===== src/rtl/mont_mult_iter.sv =====
// Bit-serial radix-2 Montgomery multiplier: result = X*Y*2^(-N) mod M.
// One iteration per clock, then a single conditional-subtract cycle. Even moduli are rejected.
module mont_mult_iter #(
    parameter int unsigned N     = 6,
    parameter int unsigned CNT_W = $clog2(N + 1)
) (
    input  logic         clk,
    input  logic         rst,
    input  logic         start,
    input  logic [N-1:0] X,
    input  logic [N-1:0] Y,
    input  logic [N-1:0] M,
    output logic         busy,
    output logic         done,
    output logic [N-1:0] result,
    output logic         err
);

    localparam logic [CNT_W-1:0] LAST_ITER = CNT_W'(N - 1);

    typedef enum logic [1:0] {
        IDLE   = 2'd0,
        ITER   = 2'd1,
        FINAL  = 2'd2,
        REJECT = 2'd3
    } state_t;

    state_t           state;
    logic [N-1:0]     x_sh;
    logic [N-1:0]     y_lat;
    logic [N-1:0]     m_lat;
    logic [N:0]       s;
    logic [CNT_W-1:0] i;

    logic             xi;
    logic             q;
    logic [N+1:0]     sum;
    logic [N:0]       diff;
    logic             s_ge_m;
    logic             unused_bits;

    // The latched multiplier is shifted right each iteration, so bit i is always at x_sh[0].
    assign xi     = x_sh[0];
    assign q      = s[0] ^ (xi & y_lat[0]);
    assign sum    = {1'b0, s}
                  + ({(N + 2){xi}} & {2'b00, y_lat})
                  + ({(N + 2){q}}  & {2'b00, m_lat});
    assign diff   = s - {1'b0, m_lat};
    assign s_ge_m = (s >= {1'b0, m_lat});

    // sum[0] is zero by construction of q; diff[N] is dropped when s >= M.
    assign unused_bits = ^{sum[0], diff[N]};

    always_ff @(posedge clk) begin
        if (rst) begin
            state  <= IDLE;
            busy   <= 1'b0;
            done   <= 1'b0;
            result <= '0;
            err    <= 1'b0;
            s      <= '0;
            i      <= '0;
            x_sh   <= '0;
            y_lat  <= '0;
            m_lat  <= '0;
        end else begin
            done <= 1'b0;
            case (state)
                IDLE: begin
                    if (start) begin
                        if (M[0]) begin
                            x_sh  <= X;
                            y_lat <= Y;
                            m_lat <= M;
                            s     <= '0;
                            i     <= '0;
                            busy  <= 1'b1;
                            state <= ITER;
                        end else begin
                            state <= REJECT;
                        end
                    end
                end
                ITER: begin
                    s    <= sum[N+1:1];
                    x_sh <= x_sh >> 1;
                    i    <= i + CNT_W'(1);
                    if (i == LAST_ITER) begin
                        state <= FINAL;
                    end
                end
                FINAL: begin
                    result <= s_ge_m ? diff[N-1:0] : s[N-1:0];
                    err    <= 1'b0;
                    done   <= 1'b1;
                    busy   <= 1'b0;
                    state  <= IDLE;
                end
                REJECT: begin
                    result <= '0;
                    err    <= 1'b1;
                    done   <= 1'b1;
                    state  <= IDLE;
                end
                default: begin
                    state <= IDLE;
                end
            endcase
        end
    end

endmodule


===== config.mk =====
export PLATFORM = sky130hd
export DESIGN_NAME = mont_mult_iter
export DESIGN_NICKNAME = d
export VERILOG_FILES = /design/src/rtl/mont_mult_iter.sv
export SDC_FILE = /design/constraint.sdc
export NUM_CORES = 1
export LEC_CHECK = 0
export BUFFER_PORTS_ARGS = -buffer_cell sky130_fd_sc_hd__buf_2
export CAP_MARGIN = 20
export CORE_ASPECT_RATIO = 2
export CORE_MARGIN = 3
export CORE_UTILIZATION = 40
export DETAILED_ROUTE_END_ITERATION = 7
export MAX_ROUTING_LAYER = met4
export PLACE_DENSITY = 0.62
export SLEW_MARGIN = 30
export SYNTH_ARGS = -nofsm -noshare
export SYNTH_HDL_FRONTEND = slang
export SYNTH_SLANG_ARGS = --single-unit

===== constraint.sdc =====
create_clock -name clk -period 2.9 [get_ports clk]
set_input_delay 0.58 -clock clk [delete_from_list [all_inputs] [get_ports clk]]
set_output_delay 0.58 -clock clk [all_outputs]
set_load 0.02 [all_outputs]

# After elaboration in Yosys (flattened, before gate mapping)

Cells that the tools add are included.

Register bits: 39
Input port bits: 21

$lt $le $gt $ge: 1
Multiplexer cells: 20
Equal/unequal tests: 7
Reduce and logical (&&, ||, !) cells: 9
Add/subtract/negate cells: 4
Bitwise logic cells: 4

Operators with widths:

| cell                | count |
|---|---|
| $pmux 6 s2          | 2 |
| $mux 6              | 3 |
| $and 8x6->8         | 2 |
| $mux 7              | 2 |
| $pmux 7 s2          | 1 |
| $reduce_and 3->1    | 3 |
| $add 7x8->8         | 1 |
| $add 8x8->8         | 1 |
| $ge 7x6->1          | 1 |
| $mux 2              | 3 |
| $mux 3              | 2 |
| $ne 2x2->1 const B  | 3 |
| $pmux 2 s3          | 1 |
| $pmux 3 s2          | 1 |
| $reduce_bool 2->1   | 3 |
| $sub 6x6->6         | 1 |
| $eq 2x2->1 const B  | 2 |
| $pmux 1 s2          | 2 |
| $add 3x1->3 const B | 1 |
| $eq 3x3->1 const B  | 1 |
| $mux 1              | 3 |
| $eq 2x1->1 const B  | 1 |
| $logic_not 2->1     | 1 |
| $reduce_and 2->1    | 1 |
| 3 further kinds     | 3 |

# Depth between registers and ports, before layout

Gate-level depths: netlist of the first run.

Depth in word-level cells: 5
Mapped depth: 12
Mapped depth without buffers: 12

# Worst setup path before layout of the first run

No wires, ideal clock.

Path type: reg2reg
Start: register x_sh[0]
End: register s[4]
Path buffers: 0
Stages on the path, launching flop included: 13
Required time: 2.783 ns
Setup slack: 0.128 ns
Clock period less this slack: 2.772 ns
Setup time: 0.117 ns
Arrival time: 2.655 ns
Cell sequence: dfxtp_1 > and2_1 > ha_1 > and2_1 > fa_1 > ha_1 > inv_1 > fa_1 > nor2b_1 > o21ai_0 > a21boi_0 > nor2_1 > a22o_1

Word-level cells in the longest chain between the ends: 5
Elaborated cells between the ends (all ways): 7
Classes of those cells: add/sub: 2; mux: 1; bitwise: 4

RTL lines:

| what                                                                | RTL line | RTL |
|---|---|---|
| start, declared                                                     | 29       | `logic [N-1:0] x_sh;` |
| start signal, assigned                                              | 86       | `x_sh <= x_sh >> 1;` |
| parallel branches: the longest is 3 deep, another holds $add 7x8->8 | --       |  |
| $add 8x8->8 *                                                       | 47       | `+ ({(N + 2){q}} & {2'b00, m_lat});` |
| $pmux 7 s2 *                                                        | 68       | `case (state)` |
| end signal, assigned                                                | 85       | `s <= sum[N+1:1];` |
| end, declared                                                       | 32       | `logic [N:0] s;` |

Mark *: on every way between the ends.
A chain may end at the register's enable or synchronous reset.

# Final worst setup path of the first run

Start: register x_sh[0]
End: register s[5]

The elaborated chain is that of the path after synthesis.

==> results.md, run 1 <==
- Asr flop ratio synth: 0%
- Layout cells sized above 1: 16.7%
- Hpwl dp: 3340 microns
- Largest net degree at the start of global routing: 34
- Net switching power figure: 0.304 mW
- Final wirelength: 4360 microns
- Maximum root-to-sink buffer count: 2
- Maximum VDD drop: 0.000283 V
- Arrival time at the worst endpoint: 2.93 ns
- R2R depth: 10
- Drc violations: 0
- P_leak: 1.08 nW
- Vias: 1789
- Hold buffers post-CTS: 0
- Worst EP required: 3.09 ns
- RR Endpoint: s[5]
- Fin crit share: 94.3%
- R2r setup slk: 0.17 ns
- Worst Setup End Kind: flip-flop
- Combinational power share: 14.6%
- Reg2reg start: x_sh[0]
- Yosys reg bits: 39
- DR WL/cell: 12.6 microns
- H-tree depth: 2
- Worst hold start: y_lat[2]
- Final worst slack: roughly 0.17 ns
- CTS tree: done
- Core Rows: 37
- Post-route ant nets: 0
- Die footprint: 6400 sq um
- Hold Path Class: reg2reg
- DR iter-0 viols: 27
- Total of max-cap violations: 0
- TritonCTS Buffers: 5
- Yosys warns: 0
- Worst-Margin Slew: 0.842 ns
- Cells after Synth: 257
- Die height: approximately 110 microns
- Hold Fails Final Rpt: 0
- Kind of critical path: reg2reg
- Clk slew on worst S/H paths: 0.08 ns
- Gr ovfl total: 0
- CP max stage delay: around 0.44 ns
- Nets: 329
- Clk_lat worst skew: about 0.29 ns
- Clock tree sinks: 39
- Layout Utilization: ~47%
- Seq/Total Area, Yosys: 36.0%
- Antenna cells: 0
- Syn nets: 300
- Crit-path cells: and2_1 -> ha_4 -> and2_1 -> fa_1 -> ha_1 -> a21o_1 -> a211oi_1 -> o21bai_1 -> xor2_1 -> a22o_1
- Initial antenna violation count: 0
- Vias per cell: between 5 and 6
- Clock skew: 0.00604 ns
- All-layer global routing usage: 15.6%
- Synth Area per Inst: 8.44 sq um
- Die W: between 50 and 60 microns
- Status: complete, no violations
- Hold-critical path endpoint: y_lat[2]
- Pre-CTS setup slack: -0.0481 ns
- Critical path's slowest cell: fa_1
- Cell Pwr Density: between 400 and 500 nW/um^2
- Max Slew Vio Count: 0
- Min cycle time layout: 2.73 ns
- Clock share of power: around 33%
- Area Overhead vs Synth: 13.4%
- I/O pins: 30
- Sequential group share of total power: 52.1%
- CTS Root Cell: clkbuf_8
- IO buf count: 29
- Most Frequent Cell on Critical Path: and2_1
- Final setup fails: 0
- Worst slew margin: 43.9%
- GP Congestion: 0.723
- First-pass GRT wire length: 7490 microns
- RSZ-0062 raised after global routing: no
- PnR Total Power: between 1 and 1.5 mW
- Internal power: 0.794 mW
- Library cells used by synthesis: 41
- Sw Ratio: 27.7%
- CP Max Fanout: 4
- Maximum clock rate: 0.366 GHz
- Vias in the first global route: 1792
- Synth Cell Area: between 2000 and 2500 sq um
- Core ar.: 5180 sq um
- Post-synth EDFFs: 0
- Hold path depth: 2
- Starting Density: 41.8%
- First drt pass iteration count: 4
- Top_reg_cell synth: dfxtp_1
- Critical Path Start Type: flip-flop
[cell families after synthesis]
| kind of cell | count (synthesis) | share of synthesized area, % |
|---|---|---|
| multiplexers | 7 | 3.46 |
| AO/OA/AOI/OAI | 56 | 16.4 |
| adder cells (fa/ha/maj) | 22 | 15.1 |
| XOR/XNOR | 6 | 2.42 |
| buffers and inverters | 26 | 5.36 |
| flip-flops | 39 | 36.0 |
| AND/OR/NAND/NOR | 101 | 21.3 |
[power groups by stage]
stage | clock network [mW] | logic [mW] | registers, mW
final | 0.365 | 0.160 | 0.572
after global routing | 0.396 | 0.181 | 0.577
after CTS | 0.377 | 0.162 | 0.572
after detailed placement | 0 | 0.162 | 0.585
after global placement | 0 | 0.159 | 0.584
after floorplan | 0 | 0.122 | 0.585
[area by class of cell]
class | instances | area (sq um)
Clock buffer | 6 | 72.6
Timing Repair Buffer | 33 | 175
Tap cell | 58 | 72.6
Sequential cell | 39 | 781
Clock inverter | 2 | 12.5
Fill cell | 556 | 2730
Inverter | 15 | 56.3
Multi-Input combinational cell | 192 | 1290
[sequential cells by signal (all words and copies together) (netlist names)]
signal and cells:
s 7, m_lat 6, i 3, done 1
err 1, y_lat 6, x_sh 6, result 6
state 2, busy 1
[routing by layer]
| layer | GRT usage (%) | vias to the layer above | wire length, microns |
|---|---|---|---|
| li1 | - | 925 | - |
| met1 | 14.3 | 826 | 1710 |
| met2 | 30.1 | 31 | 2380 |
| met3 | 2.56 | 7 | 164 |
| met4 | 7.46 | 0 | 95 |
| met5 | - | - | 0 |
[what timing repair did]
action	4_1_cts	5_1_grt
resized for setup	1	4
hold endpoints to repair	0	0
setup endpoints to repair	1	3
buffers inserted	0	1
pin swaps	1	1
[cell usage after synthesis (3+ instances only)]
cell type  instances  area (sq um)
nand2_1           44           165
dfxtp_1           39           781
nor2_1            22          82.6
a21oi_1           20           100
ha_1              15           188
inv_1             15          56.3
and2_1            11          68.8
o21ai_0           10          50.1
fa_1               7           140
mux2i_1            6          60.1
nor3_1             6          30.0
a311oi_1           5          43.8
a31oi_1            5          31.3
nor2b_1            5          31.3
nor3b_1            4          30.0
xor2_1             4          35.0
a22o_1             3          26.3
buf_2              3          15.0
clkbuf_1           3          11.3
nand3_1            3          15.0
[worst max path at each step]
stage | start | to | slack [ns] | cells past startpoint
finish | x_sh[0] | s[5] | 0.17 | 10
floorplan | x_sh[0] | s[4] | 0.13 | 12
global placement | x_sh[0] | s[4] | 0.06 | 12
CTS | x_sh[0] | s[4] | 0.01 | 12
global route | x_sh[0] | s[4] | 0.01 | 12
detailed placement | x_sh[0] | s[4] | -0.05 | 12
[layout by cell type, fill, tap and decap left out, types with 2 or more instances in the layout]
cell type  netlist  routed
fa_1             7       6
dfxtp_1         39      39
clkbuf_8         0       5
a21oi_1         20      20
nor3b_1          4       4
nand3_1          3       3
a22o_1           3       3
a31oi_1          5       5
ha_1            15      14
xnor2_1          2       2
xor2_1           4       4
a21o_1           2       2
nor2_1          22      22
nand2_1         44      44
buf_2            3      29
and2_1          11      11
nor3_1           6       6
buf_4            2       4
nand2b_1         2       2
a221oi_1         2       2
o21ai_1          1       2
inv_1           15      15
mux2i_1          6       6
o21ai_0         10       9
nor2b_1          5       4
a311oi_1         5       5
[critical path: cells and delay by family, from the launching register on]
kind	cells	cell delay, ns
adder cells (fa/ha/maj)	3	1.03
AO/OA/AOI/OAI	4	0.84
flip-flops	1	0.31
AND/OR/NAND/NOR	2	0.30
XOR/XNOR	1	0.15
[stage by stage]
stage	hold WS, ns	instance area, sq um	cells	TNS, ns
after floorplan	0.432	2170	257	0
after global placement	0.430	2350	336	0
after detailed placement	0.438	2350	336	-0.0481
after CTS	0.453	2430	344	0
after global routing	0.473	2460	345	0
final	0.452	2460	345	0
Note: power is estimated with default switching activity, not from simulation.
==> inputs of run 2 (changes only) <==
--- a/config.mk
+++ b/config.mk
@@ -9,10 +9,10 @@
 export CAP_MARGIN = 20
 export CORE_ASPECT_RATIO = 2
 export CORE_MARGIN = 3
-export CORE_UTILIZATION = 40
+export CORE_UTILIZATION = 51
 export DETAILED_ROUTE_END_ITERATION = 7
 export MAX_ROUTING_LAYER = met4
-export PLACE_DENSITY = 0.62
+export PLACE_DENSITY = 0.76
 export SLEW_MARGIN = 30
 export SYNTH_ARGS = -nofsm -noshare
 export SYNTH_HDL_FRONTEND = slang
==> run 2 against run 1 <==
Compared with the run above: core utilization increased by 14 points; critical path type unchanged; final area increased by 1.5%; final cell count is 1.4% lower.
==> results.md, run 2 (synthesis results as in run 1) <==
- CP Max Fanout: 4 (unchanged)
- GP Congestion: 0.768 (+6.2%)
- Layout Utilization: 61.1% (+14 points)
- Critical path's slowest cell: fa_1
- Max Slew Vio Count: 0 (unchanged)
- Core ar.: 4090 sq um (-21%)
- Die height: 98.2 microns (-11%)
- All-layer global routing usage: 19.8% (+4.2 points)
- Post-route ant nets: 0 (unchanged)
- Maximum VDD drop: 0.000350 V (+24%)
- Vias: 1837 (+2.7%)
- Kind of critical path: reg2reg
- Die footprint: 5120 sq um (-20%)
- Clock tree sinks: 39 (unchanged)
- Maximum root-to-sink buffer count: 2 (unchanged)
- Drc violations: 0 (unchanged)
- Max reg flops: 7 (unchanged)
- First-pass GRT wire length: 7630 microns (+1.9%)
- TritonCTS Buffers: 5 (unchanged)
- Multi-input logic area: 1290 sq um (+0.39%)
- Core Rows: 33 (-11%)
- Fillers: 371 (-33%)
- Hold buffers post-CTS: 0 (unchanged)
- P_leak: 1.11 nW (+2.6%)
- First drt pass iteration count: 4 (unchanged)
- Gr ovfl total: 0 (unchanged)
- Maximum clock rate: 0.361 GHz (-1.3%)
- Starting Density: 53.1% (+11 points)
- Antenna cells: 0 (unchanged)
- CTS tree: done
- Die W: 52.1 microns (-10%)
- Status: complete, no violations
- Top reg by flops: s
- Worst-Margin Slew: 0.837 ns (-0.00477 ns)
- CTS Root Cell: clkbuf_8
- Most common cell after layout, fill and taps aside: nand2_1
- PnR Total Power: 1.21 mW (+10%)
- DR WL/cell: 12.9 microns (+2.4%)
- Worst Setup End Kind: flip-flop
- Largest net degree at the start of global routing: 34 (unchanged)
- Crit-path cells: and2_1 -> ha_4 -> and2_1 -> fa_1 -> ha_1 -> a21o_1 -> a211oi_1 -> o21bai_1 -> xor2_1 -> a22o_1
- Cell Pwr Density: 484 nW/um^2 (+8.3%)
- Pre-CTS setup slack: -0.0531 ns (-0.00499 ns)
- CP max stage delay: 0.43 ns (about the same)
- DR iter-0 viols: 38 (+41%)
- H-tree depth: 2 (unchanged)
- Vias in the first global route: 1865 (+4.1%)
- Initial antenna violation count: 0 (unchanged)
- Vias per cell: 5.40 (+4.2%)
- IO buf count: 29 (unchanged)
- Clk slew on worst S/H paths: 0.08 ns (about the same)
- Hpwl dp: 3200 microns (-4.1%)
- Finished Cell Area: 2500 sq um (+1.5%)
- Final setup TNS: 0 ns (unchanged)
- Worst slew margin: 44.2% (+0.32 points)
- Most frequent cells in the layout: 44 x nand2_1, 39 x dfxtp_1, 29 x buf_2, 22 x nor2_1, 20 x a21oi_1
- Final setup fails: 0 (unchanged)
- Final wirelength: 4400 microns (+0.92%)
- Delay-heaviest family, CP: adder cells
- Buf+Inv Stages, Crit Path: 0 (unchanged)
- Arrival time at the worst endpoint: 2.96 ns (+0.03 ns)
- Area Overhead vs Synth: 15.1%
- Min cycle time layout: 2.77 ns (+0.0369 ns)
- Final worst slack: 0.128 ns (-0.0369 ns)
- Register area: 781 sq um (unchanged)
- Nets: 330 (+0.30%)
- Clk_lat worst skew: 0.30 ns (about the same)
- Hold Fails Final Rpt: 0 (unchanged)
- Post-DP Area: 2340 sq um (-0.32%)
- Worst EP required: 3.09 ns (about the same)
- Most Frequent Cell on Critical Path: and2_1
- I/O pins: 30 (unchanged)
- Fin crit share: 95.6% (+1.3 points)
- Layout cells sized above 1: 17.7% (+0.98 points)
- Total of max-cap violations: 0 (unchanged)
- Critical Path Start Type: flip-flop
- Hold Path Class: reg2reg
- Clock skew: 0.0121 ns (+0.00606 ns)
run 2: cell types whose count changed in the layout (fill, tap and decap cells not counted), sizes merged:
cell,before,now
buf,33,34
bufinv,0,1
clkinvlp,1,0
run 2: stage by stage:
step / hold slack (ns) / instances
after floorplan: 0.432 / 257
after global placement: 0.428 / 330
after detailed placement: 0.435 / 330
after CTS: 0.453 / 339
after global routing: 0.474 / 340
final: 0.449 / 340
run 2: layout make-up:
type | count | area share, %
flip-flops and latches | 39 | 31.3
clock buffers | 6 | 3.31
inverters | 15 | 2.25
well taps | 52 | 2.61
multi-input cells | 192 | 51.9
repair buffers | 34 | 7.31
clock inverters | 2 | 1.40
run 2: worst min-delay path, stage by stage (launching register included):
cell,delay (ns)
dfxtp_1,0.33
nand2_1,0.05
o31ai_1,0.05
run 2: what timing repair did:
action | 4_1_cts | 5_1_grt
setup endpoints to repair | 1 | 2
setup buffers | 1 | 1
pin swaps | 1 | 1
gates resized for setup | 2 | 4
run 2: worst paths after layout:
| path | from | endpoint | slack [ns] | cells past startpoint |
|---|---|---|---|---|
| worst max-delay path | x_sh[0] | s[5] | 0.13 | 10 |
| worst min-delay path | result[5] | result[5] | 0.45 | 2 |
| worst max register to register | x_sh[0] | s[5] | 0.13 | 10 |
| worst min register to register | result[5] | result[5] | 0.45 | 2 |
run 2: power breakdown:
group          internal, mW  total, mW  switching (mW)
logic                0.0687      0.160          0.0912
clock network         0.279      0.476           0.197
registers             0.557      0.572          0.0146
total                 0.905       1.21           0.303
run 2: layer usage:
metal  GRT usage (%)  up-vias  share of wire (%)
met5               -        -                  0
met4            11.1        0                2.6
met3            2.60       11                3.8
met2            35.6       48                 55
met1            19.0      850                 38
li1                -      928                  -
